File: src/rtl/unidade_controle_jogadas_pkg.sv
// Shared definitions for the multi-play memory-game control unit.
//   estado_t   : 4-bit state codes, also shown raw on db_estado
//   controle_t : bundle of the control/status strobes decoded per state
package unidade_controle_jogadas_pkg;

    typedef enum logic [3:0] {
        INICIAL           = 4'h0,
        PREPARACAO        = 4'h1,
        ESPERA_JOGADA     = 4'h2,
        REGISTRA          = 4'h4,
        COMPARACAO        = 4'h5,
        PROXIMA_JOGADA    = 4'h6,
        PROXIMA_SEQUENCIA = 4'h7,
        FIM_ACERTOU       = 4'hA,
        FIM_TIMEOUT       = 4'hD,
        FIM_ERROU         = 4'hE
    } estado_t;

    typedef struct packed {
        logic zeraR;
        logic registraR;
        logic zeraE;
        logic contaE;
        logic zeraL;
        logic contaL;
        logic pronto;
        logic acertou;
        logic errou;
        logic deu_timeout;
    } controle_t;

    localparam controle_t CONTROLE_NENHUM = '0;

endpackage

File: src/rtl/unidade_controle_jogadas.sv
// Moore control FSM for the multi-play memory game.
// Initialises the datapath, then per play: waits, registers, compares and
// advances either the address counter (next play) or the limit counter
// (next round). Ends on win, wrong play or (optionally) timeout.
//
// Ports:
//   clock, reset            : rising-edge clock, async active-high reset
//   iniciar                 : start/restart (only seen in inicial / fim_*)
//   jogada_feita            : one-cycle button-press pulse
//   chavesIgualMemoria      : registered play equals ROM data
//   enderecoIgualLimite     : address counter equals limit counter
//   fimL                    : last round reached
//   timeout                 : play-wait timeout
//   zeraR/registraR         : play register clear/load
//   zeraE/contaE            : address counter clear/increment
//   zeraL/contaL            : limit counter clear/increment
//   pronto/acertou/errou/deu_timeout : end-of-game status
//   db_estado               : raw state code for debug display
module unidade_controle_jogadas
    import unidade_controle_jogadas_pkg::*;
#(
    parameter bit TIMEOUT_EN = 1'b1
) (
    input  logic       clock,
    input  logic       reset,
    input  logic       iniciar,
    input  logic       jogada_feita,
    input  logic       chavesIgualMemoria,
    input  logic       enderecoIgualLimite,
    input  logic       fimL,
    input  logic       timeout,
    output logic       zeraR,
    output logic       registraR,
    output logic       zeraE,
    output logic       contaE,
    output logic       zeraL,
    output logic       contaL,
    output logic       pronto,
    output logic       acertou,
    output logic       errou,
    output logic       deu_timeout,
    output logic [3:0] db_estado
);

    estado_t   estado, proximo;
    controle_t ctl;

    always_ff @(posedge clock or posedge reset) begin
        if (reset) estado <= INICIAL;
        else       estado <= proximo;
    end

    always_comb begin
        proximo = INICIAL;  // illegal codes recover to inicial
        case (estado)
            INICIAL:           proximo = iniciar ? PREPARACAO : INICIAL;
            PREPARACAO:        proximo = ESPERA_JOGADA;
            ESPERA_JOGADA: begin
                // a detected play takes priority over a simultaneous timeout
                if (jogada_feita)               proximo = REGISTRA;
                else if (timeout && TIMEOUT_EN) proximo = FIM_TIMEOUT;
                else                            proximo = ESPERA_JOGADA;
            end
            REGISTRA:          proximo = COMPARACAO;
            COMPARACAO: begin
                if (!chavesIgualMemoria)  proximo = FIM_ERROU;
                else if (enderecoIgualLimite)
                    proximo = fimL ? FIM_ACERTOU : PROXIMA_SEQUENCIA;
                else                      proximo = PROXIMA_JOGADA;
            end
            PROXIMA_JOGADA:    proximo = ESPERA_JOGADA;
            PROXIMA_SEQUENCIA: proximo = ESPERA_JOGADA;
            FIM_ACERTOU,
            FIM_ERROU,
            FIM_TIMEOUT:       proximo = iniciar ? PREPARACAO : estado;
            default:           proximo = INICIAL;
        endcase
    end

    always_comb begin
        ctl = CONTROLE_NENHUM;
        case (estado)
            PREPARACAO: begin
                ctl.zeraR = 1'b1;
                ctl.zeraE = 1'b1;
                ctl.zeraL = 1'b1;
            end
            REGISTRA:          ctl.registraR = 1'b1;
            PROXIMA_JOGADA:    ctl.contaE    = 1'b1;
            PROXIMA_SEQUENCIA: begin
                // new round restarts the address walk from zero
                ctl.contaL = 1'b1;
                ctl.zeraE  = 1'b1;
            end
            FIM_ACERTOU: begin
                ctl.pronto  = 1'b1;
                ctl.acertou = 1'b1;
            end
            FIM_ERROU: begin
                ctl.pronto = 1'b1;
                ctl.errou  = 1'b1;
            end
            FIM_TIMEOUT: begin
                ctl.pronto      = 1'b1;
                ctl.deu_timeout = 1'b1;
            end
            default: ctl = CONTROLE_NENHUM;
        endcase
    end

    assign zeraR       = ctl.zeraR;
    assign registraR   = ctl.registraR;
    assign zeraE       = ctl.zeraE;
    assign contaE      = ctl.contaE;
    assign zeraL       = ctl.zeraL;
    assign contaL      = ctl.contaL;
    assign pronto      = ctl.pronto;
    assign acertou     = ctl.acertou;
    assign errou       = ctl.errou;
    assign deu_timeout = ctl.deu_timeout;
    assign db_estado   = estado;

endmodule

File: config.mk
export PLATFORM = sky130hd
export DESIGN_NAME = unidade_controle_jogadas
export DESIGN_NICKNAME = d
export VERILOG_FILES = /design/src/rtl/unidade_controle_jogadas_pkg.sv /design/src/rtl/unidade_controle_jogadas.sv
export SDC_FILE = /design/constraint.sdc
export NUM_CORES = 1
export LEC_CHECK = 0
export BUFFER_PORTS_ARGS = -buffer_cell sky130_fd_sc_hd__buf_2
export CAP_MARGIN = 10
export CORE_AREA = 2 2 39 41
export CTS_BUF_LIST = sky130_fd_sc_hd__clkbuf_8
export DETAILED_ROUTE_END_ITERATION = 6
export DIE_AREA = 0 0 41 43
export PLACE_DENSITY = 0.62
export RECOVER_POWER = 100
export SYNTH_ARGS = -nofsm -noshare
export SYNTH_HDL_FRONTEND = slang
export SYNTH_SLANG_ARGS = --single-unit
File: constraint.sdc
create_clock -name clock -period 2.2 [get_ports clock]
set_clock_uncertainty 0.05 [all_clocks]
set_input_delay 0.44 -clock clock [delete_from_list [all_inputs] [get_ports clock]]
set_output_delay 0.44 -clock clock [all_outputs]
set_load 0.03 [all_outputs]
==> flow_summary.yaml <==
run_status:
  status: "complete, no violations"
floorplanning:
  dieHeight_um: 43
  dieArea_sq_mm: 0.001763
  rows: 14
  boundaryPins: 22
  coreArea_sq_mm: 0.001384
  start_util: 0.2984
  die_w_um: 41
synth:
  ys_seq_area_frac: 0.2424
  synth_cell_types: 28
  synth.net_count: 59
  syn_inst: 51
  yosysTopAreaCell: "dfrtp_1"
  synthTopCellsByArea: "dfrtp_1 24%, nor2_1 7.3%, a2111oi_4 6.7%, nand2b_1 6.1%, buf_6 5.5%"
  syn_area_sq_um: 412.9
  yosys_warnings: 0
  yosysTopAreaCellShare: 0.2424
  avgSynthCellArea_sq_um: 8.096
  synth_seq_cells: 4
clocking:
  root_buffer: "clkbuf_8"
  cts_tree: "yes"
  cts_resized: 0
  cts.sinks: 4
  cts_hold_buf: 0
  worst_skew_pair.late_latency_ns: 0.22
  post_cts_buffers: 0
  h-tree-depth: 1
  clkTransAtPathRegs_ns: 0.03
  clock_path_buffers: 2
  numCtsBuffers: 3
timing:
  rsz0062_at_grt: "no"
  finalCritPeriodShare: 0.9120
  worst-slew-pin-transition_ns: 0.4486
  period_needed_ns: 2.007
  fin_setup_tns_ns: 0
  timing.fmax_mhz: 498.4
  slew_headroom: 0.7010
  finalHoldViolations: 0
  setup_slack_ns: 0.1935
  setup_viol: 0
  slew_violations: 0
pwr:
  p_int_uw: 361.8
  p_seq_frac: 0.240
  netSwitchingPower_uw: 399.8
  finalPower_uw: 761.6
  power.density_mw_per_mm2: 1456
  pwr-share-comb: 0.560
  netSwitchingFraction: 0.5249
  p_leak_nw: 0.2145
  clock_power_share: 0.200
  max-vdd-ir-drop_mv: 0.5619
route:
  vias_per_cell: 5.092
  dr_total_vias: 443
  post_drt_wl_per_cell_um: 11.00
  antenna_left: 0
  drtPass1Iterations: 4
  drt_iter0_drc: 8
  routed_wl_um: 957
  route.detailed.drc: 0
finish:
  final_common_cell: "clkbuf_1"
  area_growth_pct: 26.67
  largest_reg_flops: 4
  fin_cells: 87
  final_cell_area_sq_um: 523.0
  antenna_cells: 0
  nNetsFinal: 81
  layout_common_cells: "12 x clkbuf_1, 8 x nor2_1, 8 x buf_2"
  drive_above_1_share: 0.2394
  final.fill_count: 158
placement:
  dp.cells: 84
  dp_hpwl_um: 745.9
  place.gp.congestion: 0.8801
  place_ws_ns: 0.4502
  placed_area_sq_um: 503.0
  portBuffers: 21
min_path:
  hold_path.class: "in -> async"
global_route:
  gr-total-overflow: 0
  antenna_found_initial: 0
  grt_pass1_vias: 390
  grt_max_degree: 15
  grt_use_total: 0.1307
  grt_first_pass_wirelength_um: 1538
setup_path:
  cp.arrival_ns: 1.52
  worstSetupStartpointType: "register"
  crit_required_ns: 1.71
  endpoint_kind: "output pin"
  path_class: "reg -> out"
  path_max_fanout: 14
run:
  max_cap_violations: 0
[power by group through the flow]
stage	registers (mW)	clock network, mW	logic, mW
global route	0.191	0.162	0.470
global placement	0.183	0	0.452
detailed placement	0.184	0	0.452
floorplan	0.188	0	0.377
finish	0.183	0.152	0.427
CTS	0.184	0.158	0.453
[cells in the mapped netlist (all sizes together)]
master / number
nor3: 3
or2: 1
nor3b: 1
o22ai: 1
inv: 3
a2111oi: 1
a2bb2oi: 1
a32o: 1
nor2b: 2
nand4: 1
nor4b: 1
nor2: 8
and2: 1
nand2b: 4
nand3b: 1
a31oi: 1
buf: 5
o221ai: 1
a31o: 1
dfrtp: 4
o21ai: 2
a221o: 2
nand2: 5
[through the flow]
step           hold slack (ns)    util
6_report               0.05058  0.3779
5_1_grt                0.05773  0.3779
4_1_cts                0.04999  0.3933
3_5_place_dp            0.2786  0.3635
3_3_place_gp            0.2754  0.3635
2_1_floorplan           0.1561       -
[cells by family after synthesis]
| logic type | count (synthesis) | share of synthesized area |
|---|---|---|
| simple gates | 28 | 0.3697 |
| compound gates | 11 | 0.2576 |
| buf+inv | 8 | 0.1303 |
| flops | 4 | 0.2424 |
[worst paths after layout]
check                              from           end  slack, ns  cells after the start
min in group clock         jogada_feita  db_estado[1]       0.56                      4
hold / removal                    reset  db_estado[0]       0.05                      2
setup / recovery           db_estado[3]         zeraE       0.19                      4
hold reg to reg            db_estado[2]  db_estado[2]       0.69                      2
setup reg to reg           db_estado[1]  db_estado[2]       0.81                      3
max in group asynchronous         reset  db_estado[1]       1.89                      2
[metal layers]
metal | wire [um] | global-route usage | up-vias
met3 | 86 | 0.04712 | 0
met5 | 0 | 0 | -
met1 | 415 | 0.1677 | 204
li1 | - | - | 221
met4 | 0 | 0.08000 | 0
met2 | 456 | 0.1781 | 18
[final cells by class]
| type | instances | area [sq um] | area share |
|---|---|---|---|
| inverters | 3 | 11.26 | 0.02153 |
| repair buffers | 22 | 97.59 | 0.1866 |
| multi-input cells | 39 | 252.7 | 0.4833 |
| clock buffers | 3 | 41.29 | 0.07895 |
| well taps | 16 | 20.02 | 0.03828 |
| flip-flops and latches | 4 | 100.1 | 0.1914 |
[critical path, stage by stage, from the launching register on]
cell and delay (ns):
dfrtp_1 0.53, nor2_1 0.19, nand2_1 0.11, o22ai_1 0.14
clkbuf_1 0.32
No activity file was read; power rests on OpenSTA's default activity.
